[src/rtl/fir2d_pkg.sv]
// Shared types and helpers for the 2D FIR line-buffer sequencing logic.
package fir2d_pkg;

    typedef enum logic [2:0] {
        ST_IDLE  = 3'd0,
        ST_CLR   = 3'd1,
        ST_PRIME = 3'd2,
        ST_RUN   = 3'd3,
        ST_DONE  = 3'd4
    } lbc_state_t;

    localparam int IMG_W_DEF = 32;
    localparam int IMG_H_DEF = 32;
    localparam int COL_W     = $clog2(IMG_W_DEF);
    localparam int ROW_W     = $clog2(IMG_H_DEF);

    // Number of valid-only windows produced by one frame.
    function automatic int win_count(input int img_w, input int img_h, input int taps);
        return (img_w - taps + 1) * (img_h - taps + 1);
    endfunction

endpackage

[src/rtl/xy_counter.sv]
// Raster column/row position counter that wraps at end of line and end of frame.
module xy_counter #(
    parameter int W  = 32,
    parameter int H  = 32,
    parameter int CW = 5,
    parameter int RW = 5
) (
    input  logic          clk,
    input  logic          rst,
    input  logic          clr_i,
    input  logic          en_i,
    output logic [CW-1:0] col_o,
    output logic [RW-1:0] row_o,
    output logic          eol_o,
    output logic          eof_o
);

    logic [CW-1:0] col_q, col_d;
    logic [RW-1:0] row_q, row_d;

    assign col_o = col_q;
    assign row_o = row_q;
    assign eol_o = (col_q == CW'(W - 1));
    assign eof_o = eol_o && (row_q == RW'(H - 1));

    always_comb begin
        col_d = col_q;
        row_d = row_q;
        if (clr_i) begin
            col_d = '0;
            row_d = '0;
        end else if (en_i) begin
            if (eol_o) begin
                col_d = '0;
                row_d = eof_o ? '0 : row_q + RW'(1);
            end else begin
                col_d = col_q + CW'(1);
            end
        end else begin
            col_d = col_q;
        end
    end

    always_ff @(posedge clk or posedge rst) begin
        if (rst) begin
            col_q <= '0;
            row_q <= '0;
        end else begin
            col_q <= col_d;
            row_q <= row_d;
        end
    end

endmodule

[src/rtl/line_buf_ctrl.sv]
// Sequencer for the TAPS-1 line FIFO cascade: FIFO strobes, window-valid flags,
// frame status and sticky FIFO misuse detection.
module line_buf_ctrl
    import fir2d_pkg::*;
#(
    parameter int IMG_W      = 32,
    parameter int IMG_H      = 32,
    parameter int TAPS       = 5,
    parameter int FIFO_DEPTH = 32
) (
    input  logic            clk,
    input  logic            rst,
    input  logic            start,
    input  logic            s_valid,
    output logic            s_ready,
    input  logic            m_ready,
    output logic [TAPS-2:0] fifo_wr,
    output logic [TAPS-2:0] fifo_rd,
    output logic            fifo_rst,
    input  logic [TAPS-2:0] fifo_full,
    input  logic [TAPS-2:0] fifo_empty,
    output logic            win_valid,
    output logic            win_last,
    output logic            busy,
    output logic            done,
    output logic            err_ovf,
    output logic            err_unf
);

    localparam int CW = (IMG_W == IMG_W_DEF) ? COL_W : $clog2(IMG_W);
    localparam int RW = (IMG_H == IMG_H_DEF) ? ROW_W : $clog2(IMG_H);
    localparam int NF = TAPS - 1;

    // A line must fit in one FIFO or the cascade loses pixels.
    if (FIFO_DEPTH < IMG_W) begin : g_depth_check
        $error("line_buf_ctrl: FIFO_DEPTH smaller than IMG_W");
    end

    lbc_state_t    state_q, state_d;
    logic [CW-1:0] col_s;
    logic [RW-1:0] row_s;
    logic          eol_s, eof_s, acc_s, abort_s, win_d, last_d;
    logic [NF-1:0] wr_s, rd_s;
    logic          fifo_rst_q, busy_q, done_q, win_valid_q, win_last_q, err_ovf_q, err_unf_q;

    assign s_ready  = ((state_q == ST_PRIME) || (state_q == ST_RUN)) && m_ready;
    assign acc_s    = s_valid && s_ready;
    assign abort_s  = start && ((state_q == ST_PRIME) || (state_q == ST_RUN) || (state_q == ST_DONE));
    assign fifo_wr  = wr_s;
    assign fifo_rd  = rd_s;
    assign fifo_rst = fifo_rst_q;
    assign busy     = busy_q;
    assign done     = done_q;
    assign win_valid = win_valid_q;
    assign win_last  = win_last_q;
    assign err_ovf  = err_ovf_q;
    assign err_unf  = err_unf_q;

    xy_counter #(.W(IMG_W), .H(IMG_H), .CW(CW), .RW(RW)) u_xy (
        .clk   (clk),
        .rst   (rst),
        .clr_i (state_q == ST_CLR),
        .en_i  (acc_s),
        .col_o (col_s),
        .row_o (row_s),
        .eol_o (eol_s),
        .eof_o (eof_s)
    );

    // FIFO i holds the line i+1 rows up, so it starts filling at row i and draining at row i+1.
    always_comb begin
        wr_s = '0;
        rd_s = '0;
        for (int i = 0; i < NF; i++) begin
            wr_s[i] = acc_s && (int'(row_s) >= i);
            rd_s[i] = acc_s && (int'(row_s) >= i + 1);
        end
        win_d  = acc_s && !abort_s && (int'(row_s) >= TAPS - 1) && (int'(col_s) >= TAPS - 1);
        last_d = win_d && eof_s;
    end

    always_comb begin
        state_d = state_q;
        case (state_q)
            ST_IDLE:  state_d = start ? ST_CLR : ST_IDLE;
            ST_CLR:   state_d = ST_PRIME;
            ST_PRIME: begin
                if (abort_s) begin
                    state_d = ST_CLR;
                end else if (acc_s && eol_s && (row_s == RW'(TAPS - 2))) begin
                    state_d = ST_RUN;
                end else begin
                    state_d = ST_PRIME;
                end
            end
            ST_RUN: begin
                if (abort_s) begin
                    state_d = ST_CLR;
                end else if (acc_s && eof_s) begin
                    state_d = ST_DONE;
                end else begin
                    state_d = ST_RUN;
                end
            end
            ST_DONE:  state_d = abort_s ? ST_CLR : ST_IDLE;
            default:  state_d = ST_IDLE;
        endcase
    end

    // Status outputs are registered from the next state so they align with the state register.
    always_ff @(posedge clk or posedge rst) begin
        if (rst) begin
            state_q     <= ST_IDLE;
            fifo_rst_q  <= 1'b1;
            busy_q      <= 1'b0;
            done_q      <= 1'b0;
            win_valid_q <= 1'b0;
            win_last_q  <= 1'b0;
            err_ovf_q   <= 1'b0;
            err_unf_q   <= 1'b0;
        end else begin
            state_q     <= state_d;
            fifo_rst_q  <= (state_d == ST_CLR);
            busy_q      <= (state_d == ST_CLR) || (state_d == ST_PRIME) || (state_d == ST_RUN);
            done_q      <= (state_d == ST_DONE);
            win_valid_q <= win_d;
            win_last_q  <= last_d;
            err_ovf_q   <= err_ovf_q || (|(wr_s & ~rd_s & fifo_full));
            err_unf_q   <= err_unf_q || (|(rd_s & fifo_empty));
        end
    end

endmodule

[config.mk]
export PLATFORM = sky130hd
export DESIGN_NAME = line_buf_ctrl
export DESIGN_NICKNAME = d
export VERILOG_FILES = /design/src/rtl/fir2d_pkg.sv /design/src/rtl/xy_counter.sv /design/src/rtl/line_buf_ctrl.sv
export SDC_FILE = /design/constraint.sdc
export NUM_CORES = 1
export LEC_CHECK = 0
export ABC_AREA = 1
export CORE_UTILIZATION = 53
export CTS_CLUSTER_DIAMETER = 60
export DETAILED_ROUTE_END_ITERATION = 6
export GPL_TIMING_DRIVEN = 0
export PLACE_DENSITY = 0.94
export SETUP_SLACK_MARGIN = 0.2
export SYNTH_ARGS = -nofsm -noshare
export SYNTH_HDL_FRONTEND = slang
export SYNTH_SLANG_ARGS = --single-unit
[constraint.sdc]
create_clock -name clk -period 2.6 [get_ports clk]
set_clock_uncertainty 0.15 [all_clocks]
set_input_delay 0.78 -clock clk [delete_from_list [all_inputs] [get_ports clk]]
set_output_delay 0.78 -clock clk [all_outputs]
set_load 0.1 [all_outputs]
==> impl_metrics.tcl <==
set metrics [dict create \
    vdd_drop_max_v 0.00123 \
    leakage_nw 1.01 \
    fin_crit_sh 1.07 \
    drtAntennaViolNets 0 \
    vias 1459 \
    status "finished with violations" \
    path_max_fanout 6 \
    clock-sinks 20 \
    grt_pass1_wl_um 6310 \
    cts.path.max_buffers 2 \
    die_y_um 51 \
    area_growth_pct 58.2 \
    slew_headroom 0.481 \
    max_freq_mhz 360 \
    synth_area_um2 1270 \
    violations "negative setup slack" \
    setup_viol 4 \
    p_per_area_nw_per_um2 1030 \
    design.die.area_um2 2600 \
    finalMaxSlewViolations 0 \
    rsz0062_at_grt "yes" \
    reg2regPathDepth 10 \
    finalWirelength_um 4800 \
    cp-startpoint "u_xy.row_o[1]" \
    drt_first_pass_iters 6 \
    die_width_um 51 \
    htreeDepth 1 \
    fin_nets 242 \
    worstMarginPinSlew_ps 777 \
    path_class "reg -> out" \
    dpl_cell_area_um2 1660 \
    cts.clk_slew.worst_paths_ps 130 \
    worstReg2RegEnd "u_xy.row_o[4]" \
    grt_overflow 0 \
    cts_tree "built" \
    syn_inst 166 \
    diodes 0 \
    core_area_um2 2230 \
    drv_cap 0 \
    yosysTopAreaCell "dfrtp_1" \
    yosysTopAreaCellShare 0.374 \
    grt_max_degree 21 \
    synth_ff_type "dfrtp_1" \
    gp_congestion 0.884 \
    hold_viol_final 0 \
    setup_ws_ps -176 \
    syn-num-nets 186 \
    timing.rr.start "u_xy.row_o[0]" \
    worstPathArrival_ps 1850 \
    synth_seq_cells 20 \
    ioPinCount 29 \
    yosys_warnings 0 \
    dpl.hpwl_um 2330 \
    grt_pass1_vias 1437 \
    async_reset_ff_frac 1.00 \
    clk_latency_ps 320 \
    grt_usage 0.339 \
    design_area_um2 2010 \
    period_needed_ps 2780 \
    yosysSeqAreaShare 0.394 \
    synthTopCellsByArea "dfrtp_1, nand2_1, inv_1, ha_1, nor2_1" \
    drt-initial-drc-count 70 \
    std_cell_rows 17 \
    start_util 0.570 \
    layout_commonest_cell "nand2_1" \
    drc 0 \
    setup.worst_path.start_class "flop" \
    hp-class "reg -> reg" \
    port_buffers 28 \
    regToRegSetupSlack_ps 160 \
    syn_area_per_cell_um2 7.67 \
    avgViaCountPerCell 5.86 \
    drive_gt1_frac 0.398 \
    crit_required_ps 1670 \
    mostFrequentLayoutCells "nand2_1, buf_4, inv_1" \
    finish.utilization 0.901 \
    yosysUniqueCellTypes 27 \
    end_kind "output port" \
    fillCellCount 73 \
    antenna_found_initial 0 \
    setup.worst_path.end "fifo_wr[1]" \
    numCtsBuffers 3 \
    wl_per_cell_um 19.3 \
    synth_edf_count 0 \
    total_power_mw 2.07 \
    cts_root_buf "clkbuf_4" \
]
[cells by family after synthesis]
logic type	count (synthesis)	share of synthesized area
simple gates	84	0.331
xor+xnor	1	0.00688
compound gates	17	0.0718
buf+inv	37	0.127
fa+ha+maj	7	0.0688
flops	20	0.394
[state kept, by name, summed over array words and instances (netlist names)]
signal and cells:
fifo_rst 1, err_ovf 1, state_q 3, win_valid 1
u_xy.row_o 5, busy 1, err_unf 1, done 1
u_xy.col_o 5, win_last 1
[metal layers]
metal / wire [um] / GRT usage / part of all wire / vias to the layer above
li1: - / - / - / 621
met1: 1650 / 0.325 / 0.34 / 670
met2: 2440 / 0.638 / 0.51 / 119
met3: 319 / 0.0565 / 0.067 / 49
met4: 387 / 0.245 / 0.081 / 0
met5: 0 / 0 / 0 / -
[metrics by stage]
stage | worst slack [ps] | setup TNS, ps | hold WS, ps | std cells
3_5_place_dp | -1520 | -12360 | 380 | 222
6_report | -176 | -359 | 435 | 249
4_1_cts | 32.1 | 0 | 411 | 240
3_3_place_gp | -1480 | -12120 | 359 | 222
5_1_grt | -291 | -751 | 470 | 249
2_1_floorplan | -126 | -245 | 331 | 166
[Yosys cell counts, types with 2 or more instances]
master / count
nor2_1: 14
inv_2: 3
nor3_1: 6
nor2_2: 2
nand2_2: 3
inv_1: 29
ha_1: 7
nand4_1: 2
buf_4: 4
nand3_1: 9
a21oi_1: 9
dfrtp_1: 19
nand2_4: 2
nand2_1: 40
o21ai_0: 5
[what timing repair did]
action                                  4_1_cts  5_1_grt
setup buffers                                14        9
gates resized for setup                     123        8
pin swaps                                     9        4
hold buffers                                  0        0
endpoints found under the setup margin       16       11
[where the power goes]
group | switching (mW) | internal (mW)
clock network | 0.108 | 0.0857
logic | 0.887 | 0.485
registers | 0.0945 | 0.410
total | 1.09 | 0.981
[worst max-delay path: stages (launching register included)]
cell     delay (ps)
dfrtp_2         470
inv_1           100
ha_1            230
nor3_2          140
nand2_1         130
nand2_2         130
inv_6            60
buf_12          120
buf_12          150
[layout make-up]
class,count,area (um2),area share
Clock buffer,4,36.3,0.0180
Buffer,5,78.8,0.0392
Multi-Input combinational cell,109,672,0.334
Timing Repair Buffer,51,543,0.270
Inverter,32,143,0.0709
Sequential cell,20,505,0.251
Tap cell,28,35.0,0.0174
[worst min path at each step]
stage | start | endpoint | depth (start not counted) | slack (ps)
global placement | u_xy.row_o[4] | u_xy.row_o[4] | 2 | 360
CTS | u_xy.col_o[4] | u_xy.col_o[4] | 2 | 410
global route | u_xy.col_o[3] | u_xy.col_o[3] | 2 | 470
finish | u_xy.col_o[3] | u_xy.col_o[3] | 2 | 430
detailed placement | u_xy.row_o[4] | u_xy.row_o[4] | 2 | 380
floorplan | u_xy.row_o[4] | u_xy.row_o[4] | 2 | 330
(Power assumes the default switching activity.)
